--- config.mk ---
export PLATFORM = sky130hd
export DESIGN_NAME = pc_gen_multi_flat
export DESIGN_NICKNAME = d
export VERILOG_FILES = /design/src/rtl/pc_gen_multi_pkg.sv /design/src/rtl/pc_gen_multi_if.sv /design/src/rtl/pc_gen_multi_adv_cnt.sv /design/src/rtl/pc_gen_multi.sv /design/src/flat_wrapper.sv
export SDC_FILE = /design/constraint.sdc
export NUM_CORES = 1
export LEC_CHECK = 0
export BUFFER_PORTS_ARGS = -buffer_cell sky130_fd_sc_hd__buf_2
export CAP_MARGIN = 5
export CORE_UTILIZATION = 50
export CTS_CLUSTER_DIAMETER = 150
export DETAILED_ROUTE_END_ITERATION = 7
export HOLD_SLACK_MARGIN = 0.15
export PLACE_DENSITY = 0.85
export SLEW_MARGIN = 20
export SYNTH_ARGS = -nofsm -noshare
export SYNTH_HDL_FRONTEND = slang
export SYNTH_SLANG_ARGS = --single-unit
--- constraint.sdc ---
create_clock -name clk -period 8.85 [get_ports clk]
set_clock_uncertainty 0.1 [all_clocks]
set_input_delay 1.77 -clock clk [delete_from_list [all_inputs] [get_ports clk]]
set_output_delay 1.77 -clock clk [all_outputs]
set_load 0.01 [all_outputs]
--- src/rtl/pc_gen_multi_pkg.sv ---
// Shared fetch-side types: redirect sources with their priority, FSM states and the reset vector.
package cdim_fetch_pkg;

    typedef enum logic [1:0] {
        NONE = 2'd0,
        FL   = 2'd1,
        BR   = 2'd2,
        EXC  = 2'd3
    } redir_src_e;

    typedef enum logic {
        ST_RUN  = 1'b0,
        ST_HOLD = 1'b1
    } pc_state_e;

    localparam logic [31:0] PC_RESET_DEFAULT = 32'hbfc00000;

    // The encoding doubles as the priority: EXC > BR > FL > NONE.
    function automatic logic [1:0] redir_prio(input redir_src_e src);
        return src;
    endfunction

endpackage

--- src/rtl/pc_gen_multi_if.sv ---
// Fetch-PC generator bus: redirect requests and fetch handshake in, PC/epoch status out.
interface pc_gen_multi_if #(
    parameter int FETCH_WIDTH = 2,
    parameter int EPOCH_W     = 2
);
    logic                   pc_en;
    logic [FETCH_WIDTH-1:0] inst_ok;
    logic                   fifo_full;
    logic                   except_en;
    logic [31:0]            except_addr;
    logic                   branch_en;
    logic                   branch_taken;
    logic [31:0]            branch_addr;
    logic                   flush_all;
    logic [31:0]            flush_all_addr;
    logic [31:0]            pc_next;
    logic [31:0]            pc_curr;
    logic [EPOCH_W-1:0]     epoch;
    logic                   redir_pending;
    logic                   fetch_adel;

    modport master (
        output pc_en, inst_ok, fifo_full,
        output except_en, except_addr,
        output branch_en, branch_taken, branch_addr,
        output flush_all, flush_all_addr,
        input  pc_next, pc_curr, epoch, redir_pending, fetch_adel
    );

    modport slave (
        input  pc_en, inst_ok, fifo_full,
        input  except_en, except_addr,
        input  branch_en, branch_taken, branch_addr,
        input  flush_all, flush_all_addr,
        output pc_next, pc_curr, epoch, redir_pending, fetch_adel
    );
endinterface

--- src/rtl/pc_gen_multi_adv_cnt.sv ---
// Leading-ones counter: number of contiguous accepted fetch slots starting from the oldest (bit 0).
module pc_adv_cnt #(
    parameter int FETCH_WIDTH = 2
) (
    input  logic [FETCH_WIDTH-1:0]         inst_ok,
    output logic [$clog2(FETCH_WIDTH+1)-1:0] adv_cnt
);
    localparam int CNT_W = $clog2(FETCH_WIDTH + 1);

    logic run;

    always_comb begin
        adv_cnt = '0;
        run     = 1'b1;
        for (int i = 0; i < FETCH_WIDTH; i++) begin
            if (run && inst_ok[i]) begin
                adv_cnt = CNT_W'(i + 1);
            end else begin
                run = 1'b0;
            end
        end
    end
endmodule

--- src/rtl/pc_gen_multi.sv ---
// N-wide fetch-PC generator with prioritised, bufferable, epoch-tagged redirects.
// Optional misaligned-fetch detection is built when PC_ADEL_CHECK_EN is defined.
module pc_gen_multi
    import cdim_fetch_pkg::*;
#(
    parameter int          FETCH_WIDTH = 2,
    parameter logic [31:0] RESET_PC    = PC_RESET_DEFAULT,
    parameter int          EPOCH_W     = 2
) (
    input  logic          clk,
    input  logic          resetn,
    pc_gen_multi_if.slave bus
);
    localparam int CNT_W = $clog2(FETCH_WIDTH + 1);

    logic [CNT_W-1:0]   adv_cnt;
    logic [31:0]        adv_bytes;
    logic [31:0]        pc_q;
    logic [31:0]        pc_next;
    logic [EPOCH_W-1:0] epoch_q;
    logic [31:0]        pend_addr_q;
    redir_src_e         pend_src_q;
    pc_state_e          state_q;
    pc_state_e          state_d;
    redir_src_e         fresh_src;
    logic [31:0]        fresh_addr;
    redir_src_e         win_src;
    logic [31:0]        win_addr;
    logic               capture;
    logic               redir_applied;
    logic               seq_hold;

    pc_adv_cnt #(.FETCH_WIDTH(FETCH_WIDTH)) u_adv_cnt (
        .inst_ok (bus.inst_ok),
        .adv_cnt (adv_cnt)
    );

    assign adv_bytes = 32'(adv_cnt) << 2;

    always_comb begin
        fresh_src  = NONE;
        fresh_addr = '0;
        if (bus.except_en) begin
            fresh_src  = EXC;
            fresh_addr = bus.except_addr;
        end else if (bus.branch_en && bus.branch_taken) begin
            fresh_src  = BR;
            fresh_addr = bus.branch_addr;
        end else if (bus.flush_all) begin
            fresh_src  = FL;
            fresh_addr = bus.flush_all_addr;
        end
    end

    // A fresh redirect beats a buffered one of equal priority.
    always_comb begin
        win_src  = NONE;
        win_addr = '0;
        if (fresh_src != NONE && redir_prio(fresh_src) >= redir_prio(pend_src_q)) begin
            win_src  = fresh_src;
            win_addr = fresh_addr;
        end else if (pend_src_q != NONE) begin
            win_src  = pend_src_q;
            win_addr = pend_addr_q;
        end
    end

    assign redir_applied = bus.pc_en && (win_src != NONE);

`ifdef PC_ADEL_CHECK_EN
    logic adel_q;

    always_ff @(posedge clk or negedge resetn) begin
        if (!resetn) begin
            adel_q <= 1'b0;
        end else if (bus.pc_en) begin
            adel_q <= |pc_next[1:0];
        end
    end

    // Freeze on the faulting address so the handler sees a stable BadVAddr.
    assign seq_hold       = bus.fifo_full | adel_q;
    assign bus.fetch_adel = adel_q;
`else
    assign seq_hold       = bus.fifo_full;
    assign bus.fetch_adel = 1'b0;
`endif

    always_comb begin
        pc_next = pc_q;
        if (!resetn) begin
            pc_next = RESET_PC;
        end else if (win_src != NONE) begin
            pc_next = win_addr;
        end else if (seq_hold) begin
            pc_next = pc_q;
        end else begin
            pc_next = pc_q + adv_bytes;
        end
    end

    always_comb begin
        state_d = state_q;
        capture = 1'b0;
        if (bus.pc_en) begin
            state_d = ST_RUN;
        end else if (fresh_src != NONE) begin
            state_d = ST_HOLD;
            capture = redir_prio(fresh_src) >= redir_prio(pend_src_q);
        end
    end

    always_ff @(posedge clk or negedge resetn) begin
        if (!resetn) begin
            state_q <= ST_RUN;
        end else begin
            state_q <= state_d;
        end
    end

    always_ff @(posedge clk or negedge resetn) begin
        if (!resetn) begin
            pc_q        <= RESET_PC;
            epoch_q     <= '0;
            pend_addr_q <= '0;
            pend_src_q  <= NONE;
        end else begin
            if (bus.pc_en) begin
                pc_q <= pc_next;
            end
            if (redir_applied) begin
                epoch_q     <= epoch_q + EPOCH_W'(1);
                pend_addr_q <= '0;
                pend_src_q  <= NONE;
            end else if (capture) begin
                pend_addr_q <= fresh_addr;
                pend_src_q  <= fresh_src;
            end
        end
    end

    assign bus.pc_next       = pc_next;
    assign bus.pc_curr       = pc_q;
    assign bus.epoch         = epoch_q;
    assign bus.redir_pending = (state_q == ST_HOLD);
endmodule

--- src/flat_wrapper.sv ---
// flat-port wrapper written by rule: the top's interface ports become plain ports
module pc_gen_multi_flat import cdim_fetch_pkg::*;
#(
    parameter int          FETCH_WIDTH = 2,
    parameter logic [31:0] RESET_PC    = PC_RESET_DEFAULT,
    parameter int          EPOCH_W     = 2
)
  (clk, resetn, bus_pc_en, bus_inst_ok, bus_fifo_full, bus_except_en, bus_except_addr, bus_branch_en, bus_branch_taken, bus_branch_addr, bus_flush_all, bus_flush_all_addr, bus_pc_next, bus_pc_curr, bus_epoch, bus_redir_pending, bus_fetch_adel);
  pc_gen_multi_if #(.FETCH_WIDTH(FETCH_WIDTH), .EPOCH_W(EPOCH_W)) bus_i ();
  input  logic clk;
  input  logic resetn;
  input wire logic [$bits(bus_i.pc_en)-1:0] bus_pc_en;
  input wire logic [$bits(bus_i.inst_ok)-1:0] bus_inst_ok;
  input wire logic [$bits(bus_i.fifo_full)-1:0] bus_fifo_full;
  input wire logic [$bits(bus_i.except_en)-1:0] bus_except_en;
  input wire logic [$bits(bus_i.except_addr)-1:0] bus_except_addr;
  input wire logic [$bits(bus_i.branch_en)-1:0] bus_branch_en;
  input wire logic [$bits(bus_i.branch_taken)-1:0] bus_branch_taken;
  input wire logic [$bits(bus_i.branch_addr)-1:0] bus_branch_addr;
  input wire logic [$bits(bus_i.flush_all)-1:0] bus_flush_all;
  input wire logic [$bits(bus_i.flush_all_addr)-1:0] bus_flush_all_addr;
  output wire logic [$bits(bus_i.pc_next)-1:0] bus_pc_next;
  output wire logic [$bits(bus_i.pc_curr)-1:0] bus_pc_curr;
  output wire logic [$bits(bus_i.epoch)-1:0] bus_epoch;
  output wire logic [$bits(bus_i.redir_pending)-1:0] bus_redir_pending;
  output wire logic [$bits(bus_i.fetch_adel)-1:0] bus_fetch_adel;
  assign bus_i.pc_en = bus_pc_en;
  assign bus_i.inst_ok = bus_inst_ok;
  assign bus_i.fifo_full = bus_fifo_full;
  assign bus_i.except_en = bus_except_en;
  assign bus_i.except_addr = bus_except_addr;
  assign bus_i.branch_en = bus_branch_en;
  assign bus_i.branch_taken = bus_branch_taken;
  assign bus_i.branch_addr = bus_branch_addr;
  assign bus_i.flush_all = bus_flush_all;
  assign bus_i.flush_all_addr = bus_flush_all_addr;
  assign bus_pc_next = bus_i.pc_next;
  assign bus_pc_curr = bus_i.pc_curr;
  assign bus_epoch = bus_i.epoch;
  assign bus_redir_pending = bus_i.redir_pending;
  assign bus_fetch_adel = bus_i.fetch_adel;
  pc_gen_multi #(.FETCH_WIDTH(FETCH_WIDTH), .RESET_PC(RESET_PC), .EPOCH_W(EPOCH_W)) u_core (.clk(clk), .resetn(resetn), .bus(bus_i));
endmodule
---- After elaboration in Yosys (flattened, before gate mapping) ----
Index checks and enable logic that the tools add are counted.
storage, ports and cells
  register bits after elaboration ......... 69
  input bits .............................. 106
  output and inout port bits .............. 68
  word-level logic and storage cells ...... 41
cells by class
  $add $sub $neg .......................... 2
  $lt $le $gt $ge ......................... 1
  mux-type cells .......................... 24
  reductions and logical operators ........ 9
operators with widths
  kind                 number
  $mux 32              10
  $add 32x4->32        1
  $mux 2               7
  $reduce_bool 2->1    5
  $mux 1               7
  $logic_and 1x1->1    4
  $add 2x1->2 const B  1
  $ge 2x2->1           1

---- Depth between registers and ports, before layout ----
  word-level depth ........................ 9
  depth in mapped cells ................... 12
  depth with buffers taken out ............ 9

---- By module ----
A second synthesis with hierarchy kept.
unflattened totals
  cell total of the unflattened synthesis .. 576
  area total of the unflattened synthesis .. 4898.4 um2
by module, submodules not included
  module        times used  cells each  area an instance (um2)  seq. area each (um2)
  pc_gen_multi  1           574         4882.2                  1737.9
  pc_adv_cnt    1           2           16.3                    0.0

---- Worst setup path before layout ----
OpenSTA, ideal clock, no wires.
  kind .................................... in2out
  start ................................... input port bus_except_en
  end ..................................... output port bus_pc_next[25]
  arrival time ............................ 4.160 ns
  required time ........................... 6.980 ns
  path slack .............................. 2.820 ns
  stages .................................. 11
  path buffers ............................ 4
  cells stage by stage .................... buf_2 clkbuf_1 buf_1 a21oi_1 ha_1 nand2b_1 a21oi_1 nor2_1 buf_2 a221oi_1 o21ai_0
on the way
  cells in the longest elaborated chain, start to end .. 7
  elaborated cells on any way between the ends .. 10
  classes of those cells .................. 1 x order compare; 6 x mux; 3 x reduce/logical
ends and longest elaborated chain
  item                                                    line                RTL
  start: declaration                                      flat_wrapper.sv:15  input wire logic [$bits(bus_i.except_en)-1:0] bus_except_en;
  $mux 2                                                  pc_gen_multi.sv:43  if (bus.except_en) begin
  $ge 2x2->1 / $reduce_bool 2->1 (equally long branches)  pc_gen_multi.sv:59  if (fresh_src != NONE && redir_prio(fresh_src) >= redir_prio(pend_src_q)) begin
  $logic_and 1x1->1                                       pc_gen_multi.sv:59
  $mux 2                                                  pc_gen_multi.sv:59
  $reduce_bool 2->1                                       pc_gen_multi.sv:93  end else if (win_src != NONE) begin
  $mux 32 (*)                                             pc_gen_multi.sv:93
  $mux 32 (*)                                             pc_gen_multi.sv:91  if (!resetn) begin
  end: declaration                                        flat_wrapper.sv:22  output wire logic [$bits(bus_i.pc_next)-1:0] bus_pc_next;
Every way passes the cells marked *; elsewhere a longest branch is shown, timed or not.

---- Worst setup path in the final report ----
  start ................................... input port bus_branch_en
  end ..................................... output port bus_pc_next[29]
on the way
  cells in the longest elaborated chain, start to end .. 9
  elaborated cells on any way between the ends .. 13
  classes of those cells .................. 1 x order compare; 8 x mux; 4 x reduce/logical
ends and longest elaborated chain
  item                                                    line                RTL
  start: declaration                                      flat_wrapper.sv:17  input wire logic [$bits(bus_i.branch_en)-1:0] bus_branch_en;
  $logic_and 1x1->1 (*)                                   pc_gen_multi.sv:46  end else if (bus.branch_en && bus.branch_taken) begin
  $mux 2                                                  pc_gen_multi.sv:46
  $mux 2                                                  pc_gen_multi.sv:43
  $ge 2x2->1 / $reduce_bool 2->1 (equally long branches)  pc_gen_multi.sv:59
  $logic_and 1x1->1                                       pc_gen_multi.sv:59
  $mux 2                                                  pc_gen_multi.sv:59
  $reduce_bool 2->1                                       pc_gen_multi.sv:93
  $mux 32 (*)                                             pc_gen_multi.sv:93
  $mux 32 (*)                                             pc_gen_multi.sv:91
Marks and branches as above.

==> impl_results.md <==
* Hold Path Stages at 1
* Number of enable flip-flop cells after synthesis at 0
* Outcome: finished, final reports clean
* Worst reg2reg setup slack at around 5.8 ns
* Critical-path maximum fanout at 28
* Clock slew at the register clock pins of the worst setup and hold paths at 0.07 ns
* Final number of hold-violating endpoints at 0
* Max-slew headroom at 0.256
* Final standard cell count with taps included and fillers excluded at roughly 900
* Number of port buffers at 172
* Number of global-route vias before repair at between 5k and 6k
* Syn_nets at 736
* Internal cell power at ~640 uW
* Drt total wl at 16200 um
* Power Density at 176 nW/um^2
* Hold_ws at approximately 0.38 ns
* HPWL after DPL at 12100 um
* Unique cell type count in the Yosys netlist at 65
* Antenna diode count at 0
* Proportion of total power due to net switching at 0.402
* Number of gates given a new drive strength after cts at 0
* Final-report setup violation count at 0
* Final core occ at 0.616
* Portion of synthesized cell area occupied by the leading cell type at 0.298
* Leading cell type in the layout, fill and taps excluded: sky130_fd_sc_hd__buf_2
* Clk root buf: sky130_fd_sc_hd__clkbuf_8
* Routability cong. at roughly 0.9
* Area of the die at about 10000 um^2
* Worst endpoint data arrival time at a little over 5 ns
* Category of the critical setup timing path: input port to output port
* Average wire length per cell after detail routing at roughly 18 um
* Total vias in the final route at about 5.5k
* Main area contributors after synthesis: sky130_fd_sc_hd__dfrtp_1 (30%), sky130_fd_sc_hd__a21oi_1 (6.7%), sky130_fd_sc_hd__o21ai_0 (5.7%), sky130_fd_sc_hd__nand2_1 (5.4%), sky130_fd_sc_hd__dfstp_2 (4.7%)
* Asr flop ratio synth at 1.00
* Number of placed I/O pins at roughly 170
* Via count normalized by instance count at 6.07
* Max Slew Vio Count at 0
* Pleak at around 0.0028 uW
* R2R cell count at 6
* Post-Syn Area at 5040 um^2
* CP max stage delay at between 0.5 and 0.6 ns
* Slowest stage cell, crit path: sky130_fd_sc_hd__a221oi_1
* RSZ-0062 raised after global routing: false
* Final total negative setup slack at 0 ns
* Core outline area at 9770 um^2
* Ratio of final minimum period to clock period at 0.780
* Placement Cell Area at roughly 6000 um^2
* Clock network fraction of total power at 0.210
* Die Width at around 100 um
* Number of DRC markers in iteration 0 at ~520
* DRC viols at 0
* Global-route wire length before repair at 26000 um
* Count of clock tree sinks at 69
* Cell total after placement at 885
* Worst-Skew Late Latency at roughly 0.35 ns
* Remaining antenna violation count after routing at 0
* Most used flip-flop cell after synthesis: sky130_fd_sc_hd__dfrtp_1
* Category of the worst setup path launch point: input port
* Least-Margin Pin Slew at between 1 and 1.5 ns
* TritonCTS clock tree: done
* Power share of the combinational group at 0.375
* Worst-path cell chain: buf_2 -> nand2_1 -> a21oi_1 -> ha_1 -> nand2b_1 -> a21oi_1 -> nor2_1 -> a221oi_1 -> o21ai_0 -> buf_2
* Worst min-delay path startpoint: u_core.bus.epoch[1]
* Min Clock Period, post-route at about 6.9 ns
* Bufs and invs on worst path at 2
* Rows at 36
* Count of state elements after synthesis at 69
* Top library cells by usage in the layout, fill and taps aside: sky130_fd_sc_hd__buf_2 (171), sky130_fd_sc_hd__nand2_1 (72), sky130_fd_sc_hd__a21oi_1 (68)
* Largest delay contributor family on the critical path: compound AO/OA/AOI/OAI gates
* Psw at around 430 uW
* Effective utilization at floorplan at 0.516
* Clock tree buffer depth at 2
* Max rail drop VDD at between 0.07 and 0.08 mV
* Start of the worst register-to-register path: u_core.pend_src_q[0]
* Layout filler cell count at 891
* Biggest area consumer among synthesized cells: sky130_fd_sc_hd__dfrtp_1
* Vert. Die Dim at between 100 and 150 um
* Average cell area after synthesis at roughly 8.1 um^2
* Layout Area Growth over Synthesis at 19.4%
* GRT Residual Overflow at 0
* Global Route Usage Sum at 0.321
* Sequential cell fraction of total power at 0.415
* Sequential element share of the synthesized area at 0.345
* Count of maximum capacitance violations at 0
* Pin count of the biggest net entering global routing at 71
* Required arrival time at the worst endpoint at 6.98 ns
* Synth Warn # at 0
* Count of hold buffers inserted by post-cts repair at 0
* Worst hold-check path type: flip-flop to flip-flop
* Final non-filler cell area at between 6000 and 7000 um^2
* Count of buffers added by post-CTS timing repair for setup at 0
* Final net count at between 800 and 900
* Level count of the clock H-tree at 3
* Router iterations before antenna repair at 6
* Ratio of cells with drive above 1 in the final layout at 0.298
* Number of buffers inserted during clock tree synthesis at 9
* Worst R2R End: u_core.pend_addr_q[9]
* Initial antenna violation count at 0
* Maximum frequency from static timing analysis at around 140 MHz
* End point of the most critical hold path: u_core.bus.epoch[1]
* Gate count after technology mapping at roughly 630
* Crit. End Element: output port
## metrics by stage
stage	total power [uW]	setup WS, ns
after global placement	822	2.22
after floorplan	689	2.82
after global routing	1130	1.58
after CTS	1060	2.00
final	1060	1.95
after detailed placement	836	2.01
## Yosys cell counts, types with 12 or more instances
| cell | number |
|---|---|
| sky130_fd_sc_hd__o21ai_0 | 57 |
| sky130_fd_sc_hd__and3_1 | 26 |
| sky130_fd_sc_hd__nor2_1 | 40 |
| sky130_fd_sc_hd__mux2_2 | 12 |
| sky130_fd_sc_hd__xnor2_1 | 17 |
| sky130_fd_sc_hd__dfrtp_1 | 60 |
| sky130_fd_sc_hd__nand3_1 | 32 |
| sky130_fd_sc_hd__clkbuf_1 | 27 |
| sky130_fd_sc_hd__a22o_1 | 21 |
| sky130_fd_sc_hd__nand2_1 | 72 |
| sky130_fd_sc_hd__a31oi_1 | 13 |
| sky130_fd_sc_hd__a21oi_1 | 68 |
## cell families (layout without fill, tap and decap cells)
logic type,Yosys count,in the layout,share of synthesized area
other cells,1,1,0.000744
xor+xnor,28,28,0.0486
simple gates,224,224,0.224
fa+ha+maj,5,5,0.0139
compound gates,222,222,0.279
flops,69,69,0.345
buf+inv,62,205,0.0583
mux,14,14,0.0308
## routing by layer
layer	wire (um)	GRT usage	up-vias
met1	6530	0.418	2578
li1	-	-	2584
met5	0	0	-
met3	1140	0.0513	45
met2	7970	0.526	259
met4	606	0.146	0
## state kept, by name, indices dropped and copies added, names as in the netlist
name,count
u_core.bus.pc_curr,32
u_core.pend_addr_q,32
u_core.bus.epoch,2
u_core.pend_src_q,2
u_core.bus.redir_pending,1
## power by group through the flow
stage | combinational, uW | sequential, uW | clock, uW
floorplan | 246 | 444 | 0
global placement | 383 | 440 | 0
detailed placement | 393 | 444 | 0
CTS | 394 | 439 | 224
global route | 439 | 449 | 240
finish | 398 | 441 | 223
## how the worst max path moves through the flow
stage / start / depth (start not counted) / end
after global placement: bus_branch_en / 10 / bus_pc_next[7]
after global routing: bus_branch_taken / 10 / bus_pc_next[29]
after detailed placement: bus_branch_en / 10 / bus_pc_next[29]
after floorplan: bus_except_en / 11 / bus_pc_next[25]
final: bus_branch_en / 10 / bus_pc_next[29]
after CTS: bus_branch_en / 10 / bus_pc_next[29]
## cell type report
type | count | area (um^2) | area share
clock inverters | 5 | 30.0 | 0.00499
flip-flops and latches | 69 | 1740 | 0.289
multi-input cells | 494 | 3010 | 0.500
inverters | 12 | 45.0 | 0.00748
repair buffers | 177 | 901 | 0.150
well taps | 133 | 166 | 0.0276
clock buffers | 11 | 131 | 0.0218
Power figures use the tool's default switching activity.
